==> src/rtl/multi_timer_gen_if.sv <==
// multi_timer_gen_if: register-side bundle for the multi-channel timer; TIMER_CAPTURE_EN adds cap/cap_val
interface multi_timer_gen_if #(parameter int N_CH = 4, parameter int CNT_W = 32, parameter int PRESC_W = 8);
    logic [PRESC_W-1:0]    presc;
    logic [N_CH-1:0]       en;
    logic [N_CH-1:0]       periodic;
    logic [N_CH-1:0]       clr;
    logic [N_CH*CNT_W-1:0] limit;
    logic [N_CH*CNT_W-1:0] count;
    logic [N_CH-1:0]       clk_out;
    logic [N_CH-1:0]       tick;
    logic [N_CH-1:0]       done;
`ifdef TIMER_CAPTURE_EN
    logic [N_CH-1:0]       cap;
    logic [N_CH*CNT_W-1:0] cap_val;
    modport master (output presc, en, periodic, clr, limit, cap, input count, clk_out, tick, done, cap_val);
    modport slave (input presc, en, periodic, clr, limit, cap, output count, clk_out, tick, done, cap_val);
`else
    modport master (output presc, en, periodic, clr, limit, input count, clk_out, tick, done);
    modport slave (input presc, en, periodic, clr, limit, output count, clk_out, tick, done);
`endif
endinterface

==> src/rtl/multi_timer_gen.sv <==
// multi_timer_gen: shared prescaler driving N periodic/one-shot channel counters; TIMER_CAPTURE_EN adds count capture
module multi_timer_gen #(parameter int N_CH = 4, parameter int CNT_W = 32, parameter int PRESC_W = 8) (
    input logic clk,
    input logic rst,
    multi_timer_gen_if.slave bus
);
    logic [PRESC_W-1:0] p;
    logic               ptick;
    logic [CNT_W-1:0]   cnt [N_CH];
    logic [N_CH-1:0]    co, tk, dn, stp, wrap;
    assign ptick = (|bus.en) && (p == bus.presc);
    assign stp = {N_CH{ptick}} & bus.en & ~dn;
    // terminal-count detect; >= lets a lowered limit wrap on the next step
    always_comb begin
        wrap = '0;
        for (int i = 0; i < N_CH; i++) wrap[i] = cnt[i] >= bus.limit[i*CNT_W +: CNT_W];
    end
    // shared prescaler, parked at 0 while no channel is enabled
    always_ff @(posedge clk or posedge rst) begin
        if (rst) p <= '0;
        else p <= (!(|bus.en) || ptick) ? '0 : p + 1'b1;
    end
    // per-channel counter, divided clock, tick and sticky done; clr beats a step
    always_ff @(posedge clk or posedge rst) begin
        if (rst) begin
            for (int i = 0; i < N_CH; i++) cnt[i] <= '0;
            co <= '0;
            tk <= '0;
            dn <= '0;
        end else begin
            for (int i = 0; i < N_CH; i++) begin
                if (bus.clr[i]) begin
                    cnt[i] <= '0;
                    co[i] <= 1'b0;
                    tk[i] <= 1'b0;
                    dn[i] <= 1'b0;
                end else begin
                    tk[i] <= stp[i] && wrap[i];
                    if (stp[i]) begin
                        cnt[i] <= wrap[i] ? '0 : cnt[i] + 1'b1;
                        co[i] <= co[i] ^ wrap[i];
                        dn[i] <= wrap[i] && !bus.periodic[i];
                    end
                end
            end
        end
    end
    assign bus.clk_out = co;
    assign bus.tick = tk;
    assign bus.done = dn;
    for (genvar g = 0; g < N_CH; g++) begin : g_cnt
        assign bus.count[g*CNT_W +: CNT_W] = cnt[g];
    end
`ifdef TIMER_CAPTURE_EN
    logic [N_CH-1:0]  s1, s2, s3;
    logic [CNT_W-1:0] cv [N_CH];
    // two-flop synchroniser plus edge flop; a rising edge latches the live count
    always_ff @(posedge clk or posedge rst) begin
        if (rst) begin
            s1 <= '0;
            s2 <= '0;
            s3 <= '0;
            for (int i = 0; i < N_CH; i++) cv[i] <= '0;
        end else begin
            s1 <= bus.cap;
            s2 <= s1;
            s3 <= s2;
            for (int i = 0; i < N_CH; i++) cv[i] <= (s2[i] && !s3[i]) ? cnt[i] : cv[i];
        end
    end
    for (genvar g = 0; g < N_CH; g++) begin : g_cap
        assign bus.cap_val[g*CNT_W +: CNT_W] = cv[g];
    end
`endif
endmodule

==> src/flat_wrapper.sv <==
// flat-port wrapper written by rule: the top's interface ports become plain ports
module multi_timer_gen_flat 
#(parameter int N_CH = 4, parameter int CNT_W = 32, parameter int PRESC_W = 8)
  (clk, rst, bus_presc, bus_en, bus_periodic, bus_clr, bus_limit, bus_count, bus_clk_out, bus_tick, bus_done);
  multi_timer_gen_if #(.N_CH(N_CH), .CNT_W(CNT_W), .PRESC_W(PRESC_W)) bus_i ();
  input logic clk;
  input logic rst;
  input wire logic [$bits(bus_i.presc)-1:0] bus_presc;
  input wire logic [$bits(bus_i.en)-1:0] bus_en;
  input wire logic [$bits(bus_i.periodic)-1:0] bus_periodic;
  input wire logic [$bits(bus_i.clr)-1:0] bus_clr;
  input wire logic [$bits(bus_i.limit)-1:0] bus_limit;
  output wire logic [$bits(bus_i.count)-1:0] bus_count;
  output wire logic [$bits(bus_i.clk_out)-1:0] bus_clk_out;
  output wire logic [$bits(bus_i.tick)-1:0] bus_tick;
  output wire logic [$bits(bus_i.done)-1:0] bus_done;
  assign bus_i.presc = bus_presc;
  assign bus_i.en = bus_en;
  assign bus_i.periodic = bus_periodic;
  assign bus_i.clr = bus_clr;
  assign bus_i.limit = bus_limit;
  assign bus_count = bus_i.count;
  assign bus_clk_out = bus_i.clk_out;
  assign bus_tick = bus_i.tick;
  assign bus_done = bus_i.done;
  multi_timer_gen #(.N_CH(N_CH), .CNT_W(CNT_W), .PRESC_W(PRESC_W)) u_core (.clk(clk), .rst(rst), .bus(bus_i));
endmodule
==> config.mk <==
export PLATFORM = sky130hd
export DESIGN_NAME = multi_timer_gen_flat
export DESIGN_NICKNAME = d
export VERILOG_FILES = /design/src/rtl/multi_timer_gen_if.sv /design/src/rtl/multi_timer_gen.sv /design/src/flat_wrapper.sv
export SDC_FILE = /design/constraint.sdc
export NUM_CORES = 1
export LEC_CHECK = 0
export CAP_MARGIN = 20
export CORE_MARGIN = 2
export CORE_UTILIZATION = 40
export CTS_BUF_LIST = sky130_fd_sc_hd__clkbuf_16
export CTS_CLUSTER_DIAMETER = 200
export DETAILED_ROUTE_END_ITERATION = 8
export DONT_BUFFER_PORTS = 1
export GPL_TIMING_DRIVEN = 0
export PLACE_DENSITY_LB_ADDON = 0.15
export SYNTH_ARGS = -nofsm -noshare
export SYNTH_HDL_FRONTEND = slang
export SYNTH_SLANG_ARGS = --single-unit
==> constraint.sdc <==
create_clock -name clk -period 4.7 [get_ports clk]
set_input_delay 0.94 -clock clk [delete_from_list [all_inputs] [get_ports clk]]
set_output_delay 0.94 -clock clk [all_outputs]
set_load 0.05 [all_outputs]
==> run summary <==
clock tree buffer depth - 2
unrepaired setup endpoints after global routing - no
DR vias/cell - 5.67
routed wire length per instance - 18.2 um
pre-CTS WS - 1100 ps
Syn Std Cell Area - 11400 um2
Hold Path Class - in2async
Synth cell types - 68
register area share after synthesis - 0.326
critical path launch point - u_core.bus.count[126]
max-cap violations - 0
clk slew on worst S/H paths - 60 ps
Worst Path Required - 4980 ps
fin nets - 1630
data arrival time of the critical path - 3660 ps
Pwr Total - 3.42 mW
Num Clock Sinks - 148
post-CTS setup buffers - 0
Max Freq - 295 MHz
Peak supply drop - 0.188 mV
min Tclk post-route - 3390 ps
max-slew violation count - 0
root buffer cell - clkbuf_16
layout cells sized above 1 - 0.0567
CP max FO - 10
vias in the first global route - 9575
hpwl dp - 24500 um
EDFF count, synth - 0
drc violations - 0
RR Startpoint - u_core.bus.count[126]
Sum Neg Setup Slack - 0 ps
dominant cell type by area after synthesis - dfrtp_1
input/output buffers - 0
Starting Density - 0.408
Main synth FF type - dfrtp_1
Post-Route Utilization - 0.451
async set or reset register ratio after synthesis - 1.00
total wire length - 31600 um
clock latency at the later pin of the worst-skew pair - 430 ps
GRT Overall Usage - 0.213
synthesized flop and latch total - 148
post-cts resize count - 0
initial antenna violation count - 0
number of I/O pins - 290
H-tree depth - 4
Initial DRT Pass Iterations - 5
Crit. End Element - flip-flop
final worst slack - 1310 ps
top cells by area, synth - dfrtp_1 33%, ha_1 15%, inv_1 5.1%
final setup vio count - 0
Rows - 61
post-route ant nets - 0
final period utilization - 0.720
critical path startpoint category - flip-flop
pin count of the biggest net entering global routing - 40
Setup CP Type - reg2reg
Mapped Cells - 1322
Initial DRC Count - 591
vias post-DR - 9832
Leak - 6.03 nW
first-pass GRT wire length - 50100 um
top cell type's share of synthesized area - 0.326
global route total overflow - 0
power density cells - 272 nW/um2
most frequent cells in the layout - 152 x inv_1, 148 x dfrtp_1, 133 x ha_1, 119 x nor2_1, 90 x nand2_1
status - completed
Core ar. - 27900 um2
Final Hold Vio Count - 0
CTS Buf Count - 17
Tightest Pin Transition - 977 ps
Slew headroom - 0.340
antenna cells - 0
most common cell after layout, fill and taps aside - inv_1
Syn Area/Cell - 8.59 um2
area grow syn2layout - 10.6%
CTS tree - done
die area - 29800 um2
Post-CTS Hold Buffers - 0
gpl congestion - 0.815
Yosys Warn Count - 0
Syn Nets - 1605
final setup skew - 15.7 ps
Die Width - 172 um
DIE HEIGHT - 172 um
final timing paths:
path | to | slack (ps) | cells past startpoint
max | u_core.bus.count[103] | 1310 | 9
max in group asynchronous | u_core.bus.count[95] | 3280 | 4
min | u_core.bus.tick[1] | 400 | 1
min reg2reg | u_core.p[0] | 560 | 1
max reg2reg | u_core.bus.count[103] | 1310 | 9
min in group clk | u_core.p[0] | 560 | 1
per-stage QoR:
step,hold WS (ps),cells,area [um2]
detailed placement,549,1706,11900
global placement,546,1700,11800
finish,400,1735,12600
floorplan,504,1322,11400
global route,403,1735,12600
CTS,395,1735,12600
per-layer routing:
layer | vias up | share of wire | global-route usage
met3 | 31 | 0.069 | 0.0561
met4 | 0 | 0.011 | 0.0464
met5 | - | 0 | 0
li1 | 4819 | - | -
met2 | 288 | 0.46 | 0.355
met1 | 4694 | 0.46 | 0.279
cell type report:
type | count | area (um2)
fill | 2763 | 15300
multi-input combinational | 983 | 6920
sequential | 148 | 3700
inverter | 153 | 578
tap | 378 | 473
clock buffer | 17 | 425
clock inverter | 12 | 206
buffer | 38 | 158
timing repair buffer | 6 | 90.1
cells in the mapped netlist, types with 4 or more instances:
library cell	number
a211o_1	9
a21o_1	15
a21oi_1	77
a221oi_1	5
a22o_1	24
a22oi_1	6
and2_1	9
and3_1	21
and4_1	17
buf_2	12
clkbuf_1	25
dfrtp_1	148
ha_1	133
inv_1	153
mux2_2	7
nand2_1	90
nand2b_1	6
nand3_1	67
nand4_1	59
nor2_1	119
nor2b_1	16
nor3_1	39
nor3_2	4
nor4_1	29
nor4b_1	5
o211ai_1	4
o21a_1	5
o21ai_0	27
o31a_1	6
o31ai_1	33
o41ai_1	5
or3_1	6
xnor2_1	57
xor2_1	31
power breakdown:
group / total (mW) / internal, mW / switching (mW) / leakage, nW
logic: 0.411 / 0.160 / 0.251 / 3.68
registers: 1.49 / 1.32 / 0.166 / 2.05
clock network: 1.52 / 0.939 / 0.581 / 0.306
registers in the layout, summed over array words and instances (netlist names):
signal and cells:
u_core.bus.clk_out 4, u_core.bus.count 128, u_core.bus.done 4, u_core.bus.tick 4, u_core.p 8
cell families after synthesis:
family | after synthesis | share of synthesized area
flip-flops | 148 | 0.326
buffers and inverters | 191 | 0.0645
AND/OR/NAND/NOR | 509 | 0.238
XOR/XNOR | 88 | 0.0679
adder cells (fa/ha/maj) | 133 | 0.147
multiplexers | 8 | 0.00793
AO/OA/AOI/OAI | 245 | 0.149
critical path: stages, from the launching register on:
cell and delay (ps):
dfrtp_1 610, ha_1 450, nand4_1 150, nor4_1 550, nand4_1 210, a21oi_1 400
or2_1 160, clkbuf_1 310, buf_2 300, a21oi_1 100
(Power assumes the default switching activity.)
